File: src/rtl/huffman_stream_decoder.sv
// Streaming Huffman decoder: bit buffer, run-time programmable code table,
// valid/ready on input beats and output symbols, one symbol per clock.
module huffman_stream_decoder #(
  parameter int MAX_CODE  = 9,
  parameter int SYM_W     = 4,
  parameter int NUM_CODES = 16,
  parameter int IN_W      = 4,
  parameter int BUF_W     = 16
) (
  input  logic                             clk,
  input  logic                             reset,
  input  logic                             start,
  input  logic                             stop,
  input  logic                             cfg_we,
  input  logic [$clog2(NUM_CODES)-1:0]     cfg_idx,
  input  logic [MAX_CODE-1:0]              cfg_code,
  input  logic [$clog2(MAX_CODE+1)-1:0]    cfg_len,
  input  logic [SYM_W-1:0]                 cfg_sym,
  input  logic                             in_valid,
  output logic                             in_ready,
  input  logic [IN_W-1:0]                  in_data,
  input  logic [$clog2(IN_W+1)-1:0]        in_len,
  output logic                             out_valid,
  input  logic                             out_ready,
  output logic [SYM_W-1:0]                 out_data,
  output logic                             err,
  output logic [$clog2(BUF_W+1)-1:0]       bit_count
);

  localparam int LEN_W = $clog2(MAX_CODE+1);
  localparam int INL_W = $clog2(IN_W+1);
  localparam int CNT_W = $clog2(BUF_W+1);

  typedef enum logic [1:0] {S_CFG, S_RUN, S_ERR} state_t;

  state_t                 state;
  logic [BUF_W-1:0]       bit_buf;
  logic [MAX_CODE-1:0]    tbl_code [NUM_CODES];
  logic [LEN_W-1:0]       tbl_len  [NUM_CODES];
  logic [SYM_W-1:0]       tbl_sym  [NUM_CODES];

  logic                   hit;
  logic                   ok;
  logic [LEN_W-1:0]       hit_len;
  logic [SYM_W-1:0]       hit_sym;
  logic [INL_W-1:0]       in_len_c;
  logic [BUF_W-1:0]       in_bits;
  logic                   fire;
  logic                   accept;
  logic [LEN_W-1:0]       shift_len;
  logic [CNT_W-1:0]       base_count;
  logic [BUF_W-1:0]       next_buf;
  logic [CNT_W-1:0]       next_count;

  // Lowest matching index wins; entries with len 0 never match.
  always_comb begin
    hit     = 1'b0;
    ok      = 1'b0;
    hit_len = '0;
    hit_sym = '0;
    for (int unsigned i = 0; i < NUM_CODES; i++) begin
      ok = (tbl_len[i] != '0) && (32'(tbl_len[i]) <= 32'(bit_count));
      for (int unsigned b = 0; b < MAX_CODE; b++) begin
        if ((b < 32'(tbl_len[i])) && (bit_buf[b] != tbl_code[i][b]))
          ok = 1'b0;
      end
      if (ok && !hit) begin
        hit     = 1'b1;
        hit_len = tbl_len[i];
        hit_sym = tbl_sym[i];
      end
    end
  end

  always_comb begin
    in_len_c = (32'(in_len) > 32'(IN_W)) ? INL_W'(IN_W) : in_len;
    in_bits  = '0;
    for (int unsigned b = 0; b < IN_W; b++)
      in_bits[b] = in_data[b] & (b < 32'(in_len_c));
  end

  assign in_ready = (state == S_RUN) && (32'(bit_count) <= 32'(BUF_W - IN_W));
  assign accept   = in_valid && in_ready;
  assign fire     = (state == S_RUN) && hit && (!out_valid || out_ready);

  // Consume first, then append the new beat right above the surviving bits.
  always_comb begin
    shift_len  = fire ? hit_len : '0;
    base_count = bit_count - CNT_W'(shift_len);
    next_buf   = (bit_buf >> shift_len) | (accept ? (in_bits << base_count) : '0);
    next_count = base_count + (accept ? CNT_W'(in_len_c) : '0);
  end

  always_ff @(posedge clk or posedge reset) begin
    if (reset) begin
      state     <= S_CFG;
      bit_buf   <= '0;
      bit_count <= '0;
      out_valid <= 1'b0;
      out_data  <= '0;
      err       <= 1'b0;
      for (int unsigned i = 0; i < NUM_CODES; i++) begin
        tbl_code[i] <= '0;
        tbl_len[i]  <= '0;
        tbl_sym[i]  <= '0;
      end
    end else if (stop) begin
      state     <= S_CFG;
      bit_buf   <= '0;
      bit_count <= '0;
      out_valid <= 1'b0;
      err       <= 1'b0;
    end else begin
      if ((state == S_CFG) && cfg_we) begin
        tbl_code[cfg_idx] <= cfg_code;
        tbl_len[cfg_idx]  <= cfg_len;
        tbl_sym[cfg_idx]  <= cfg_sym;
      end
      bit_buf   <= next_buf;
      bit_count <= next_count;
      if (fire) begin
        out_valid <= 1'b1;
        out_data  <= hit_sym;
      end else if (out_ready) begin
        out_valid <= 1'b0;
      end
      case (state)
        S_CFG: if (start) state <= S_RUN;
        S_RUN: begin
          if (!hit && (32'(bit_count) >= 32'(MAX_CODE))) begin
            state <= S_ERR;
            err   <= 1'b1;
          end
        end
        S_ERR: state <= S_ERR;
        default: state <= S_CFG;
      endcase
    end
  end

endmodule

File: config.mk
export PLATFORM = sky130hd
export DESIGN_NAME = huffman_stream_decoder
export DESIGN_NICKNAME = d
export VERILOG_FILES = /design/src/rtl/huffman_stream_decoder.sv
export SDC_FILE = /design/constraint.sdc
export NUM_CORES = 1
export LEC_CHECK = 0
export BUFFER_PORTS_ARGS = -buffer_cell sky130_fd_sc_hd__buf_2
export CAP_MARGIN = 15
export CORE_MARGIN = 2
export CORE_UTILIZATION = 55
export CTS_BUF_LIST = sky130_fd_sc_hd__clkbuf_16
export CTS_CLUSTER_DIAMETER = 30
export DETAILED_ROUTE_END_ITERATION = 10
export PLACE_DENSITY = 0.76
export SYNTH_ARGS = -nofsm -noshare
export SYNTH_HDL_FRONTEND = slang
export SYNTH_SLANG_ARGS = --single-unit
File: constraint.sdc
create_clock -name clk -period 13.8 [get_ports clk]
set_input_delay 2.07 -clock clk [delete_from_list [all_inputs] [get_ports clk]]
set_output_delay 2.07 -clock clk [all_outputs]
set_load 0.02 [all_outputs]
==> results_dict.tcl <==
set metrics [dict create \
    outcome "finished, final reports clean" \
    drive_gt1_frac 0.252 \
    grt_remaining_overflow 0 \
    place_congestion 0.934 \
    cpLargestDelayFamily "compound AO/OA/AOI/OAI gates" \
    area_growth_pct 13.3 \
    max_stage_delay_ns 0.82 \
    cts_max_level 2 \
    drt_first_pass_iters 5 \
    synth.avg_cell_area_um2 10.7 \
    ys_seq_area_frac 0.403 \
    io_buffers 46 \
    die_x_um 188 \
    synth_top_family_by_area "multiplexers" \
    antenna_left 0 \
    slew_viol_final 0 \
    finClkSkew_ns 0.0233 \
    fin_nets 1895 \
    required_ns 14.26 \
    hold_class "flop to flop" \
    synthArstFlopShare 1.00 \
    cts_hold_buf 0 \
    synth_cell_types 105 \
    dpl.hpwl_um 34900 \
    core-area_um2 33500 \
    rsz0062_at_grt "no" \
    fin_crit_ns 7.38 \
    vias_per_cell 6.53 \
    synth_area_um2 18700 \
    clk_latency_ns 0.60 \
    ir_worst_vdd_mv 0.181 \
    cts_setup_buffers 0 \
    syn-num-nets 1852 \
    worstMarginPinSlew_ns 1.16 \
    relSlewSlack 0.216 \
    setup_violations 0 \
    clk_pin_slew_ns 0.05 \
    die_y_um 188 \
    root_buffer "clkbuf_16" \
    syn_inst 1741 \
    crit_chain "inv_1 -> ha_1 -> a41o_1 -> a21oi_1 -> a2111oi_4 -> o21bai_4 -> nor3_2 -> nand2_2 -> a211oi_1 -> o31a_1 -> nand2b_1 -> fa_1 -> xnor2_1 -> clkinv_1 -> ha_1 -> a21oi_1 -> xnor2_1 -> nor2_1" \
    fin_setup_tns_ns 0 \
    finalHoldViolations 0 \
    crit_type "flop to flop" \
    cp-end-kind "flop" \
    avgRoutedWirePerCell_um 23.7 \
    cts_resized 0 \
    synthAdderAreaFrac 0.0516 \
    leakagePower_nw 9.64 \
    fp-row-count 67 \
    synth_compound_area_frac 0.146 \
    ys_seq_elements 301 \
    crit_buf_inv 2 \
    worst_slack_ns 6.42 \
    synth_simple_gate_area_frac 0.111 \
    startpoint_type "flop" \
    antenna_found_initial 0 \
    synth_warnings 0 \
    post-route-period-util 0.534 \
    synth-edff-count 0 \
    slowest_stage "o31a_1" \
    final_common_cell "dfrtp_1" \
    fill_cells 2647 \
    dieArea_um2 35500 \
    ys.flop_type "dfrtp_1" \
    initial_core_util 0.558 \
    synth_xor_area_frac 0.0717 \
    power_density_nw_per_um2 281 \
    numCtsBuffers 61 \
    multi_input_area_um2 10500 \
    num_vias 14900 \
    grt_pass1_vias 15000 \
    drt_iter0_drc 1403 \
    cts_buffer_depth 3 \
    cts_tree "done" \
    max_cap_violations 0 \
    max_freq_mhz 136 \
    critPathMaxFanout 18 \
    io_pins 47 \
    grt_pass1_wl_um 84400 \
    dpl_worst_slack_ns 6.70 \
    grt_max_degree 174 \
    most-common-layout-cells "dfrtp_1, mux2_2, xnor2_1" \
    crit_arrival_ns 7.84 \
    clock_sinks 301 \
    muxShareOfSynthArea 0.181 \
    finalWirelength_um 54100 \
    grt_usage 0.305 \
    drc 0 \
    regArea_um2 7530 \
]
==> report_power, final <==
| part | switching, mW | total, mW | leakage, nW | internal [mW] |
|---|---|---|---|---|
| combinational | 1.77 | 3.04 | 4.72 | 1.27 |
| clock | 0.469 | 1.39 | 1.00 | 0.921 |
| sequential | 0.326 | 1.51 | 3.92 | 1.19 |
==> worst paths after layout <==
check	start	to	slack (ns)	cells after the start
setup reg to reg	bit_count[3]	bit_count[3]	6.42	18
hold reg to reg	tbl_sym[21]	tbl_sym[21]	0.50	1
setup / recovery	bit_count[3]	bit_count[3]	6.42	18
max in group asynchronous	reset	bit_count[0]	10.71	3
hold / removal	tbl_sym[21]	tbl_sym[21]	0.50	1
min in group asynchronous	reset	tbl_code[113]	1.63	2
==> Yosys cell counts (9+ instances only) <==
| cell type | count | area share |
|---|---|---|
| a211oi_1 | 17 | 0.0068 |
| a21o_1 | 13 | 0.0052 |
| a21oi_1 | 75 | 0.020 |
| a221oi_1 | 14 | 0.0066 |
| a22oi_1 | 15 | 0.0060 |
| a31oi_1 | 13 | 0.0043 |
| a41o_1 | 13 | 0.0070 |
| and2_1 | 14 | 0.0047 |
| buf_2 | 11 | 0.0029 |
| buf_4 | 15 | 0.0060 |
| clkbuf_1 | 54 | 0.011 |
| dfrtp_1 | 301 | 0.40 |
| ha_1 | 74 | 0.049 |
| inv_1 | 47 | 0.0094 |
| mux2_2 | 265 | 0.16 |
| mux2i_1 | 34 | 0.018 |
| nand2_1 | 88 | 0.018 |
| nand2b_1 | 9 | 0.0030 |
| nand3_1 | 36 | 0.0096 |
| nand4_1 | 10 | 0.0033 |
| nor2_1 | 75 | 0.015 |
| nor2b_1 | 24 | 0.0080 |
| nor3_1 | 50 | 0.013 |
| nor3b_1 | 10 | 0.0040 |
| nor4_1 | 11 | 0.0037 |
| nor4b_1 | 10 | 0.0047 |
| o211ai_1 | 23 | 0.0092 |
| o21a_1 | 10 | 0.0040 |
| o21ai_0 | 52 | 0.014 |
| o21ai_1 | 14 | 0.0037 |
| o31ai_1 | 11 | 0.0044 |
| xnor2_1 | 95 | 0.044 |
| xor2_1 | 55 | 0.026 |
==> registers in the layout (all words and copies together), names as in the netlist <==
| register | count |
|---|---|
| bit_count | 5 |
| err | 1 |
| tbl_len | 64 |
| state | 2 |
| out_data | 4 |
| out_valid | 1 |
| tbl_sym | 64 |
| bit_buf | 16 |
| tbl_code | 144 |
==> kinds of logic after synthesis <==
| family | after synthesis |
|---|---|
| adder cells (fa/ha/maj) | 76 |
| flip-flops | 301 |
| buffers and inverters | 142 |
| AO/OA/AOI/OAI | 377 |
| AND/OR/NAND/NOR | 391 |
| multiplexers | 303 |
| XOR/XNOR | 151 |
==> layer usage <==
layer  wire [um]  vias to the layer above  track usage
li1            -                     6585            -
met1       22100                     7472        0.400
met2       25200                      675        0.488
met3        4310                      155       0.0551
met4        2460                        0        0.153
met5           0                        -            0
==> cell type report <==
class                      count  area share
multi-input combinational   1298       0.497
sequential                   301       0.355
clock buffer                  63      0.0744
tap                          448      0.0264
timing repair buffer          69      0.0196
clock inverter                47      0.0177
inverter                      53     0.00986
antenna                        1    0.000118
==> metrics by stage <==
| step | hold WS [ns] | cell area, um^2 | total power, mW | std cells | utilization |
|---|---|---|---|---|---|
| 3_3_place_gp | 0.484 | 19200 | 4.35 | 2169 | 0.574 |
| 6_report | 0.500 | 21200 | 5.95 | 2280 | 0.632 |
| 3_5_place_dp | 0.495 | 19200 | 4.45 | 2169 | 0.574 |
| 4_1_cts | 0.505 | 21200 | 5.89 | 2279 | 0.632 |
| 2_1_floorplan | 0.472 | 18700 | 3.78 | 1741 | - |
| 5_1_grt | 0.523 | 21200 | 6.30 | 2279 | 0.632 |
Note: power is estimated with default switching activity, not from simulation.
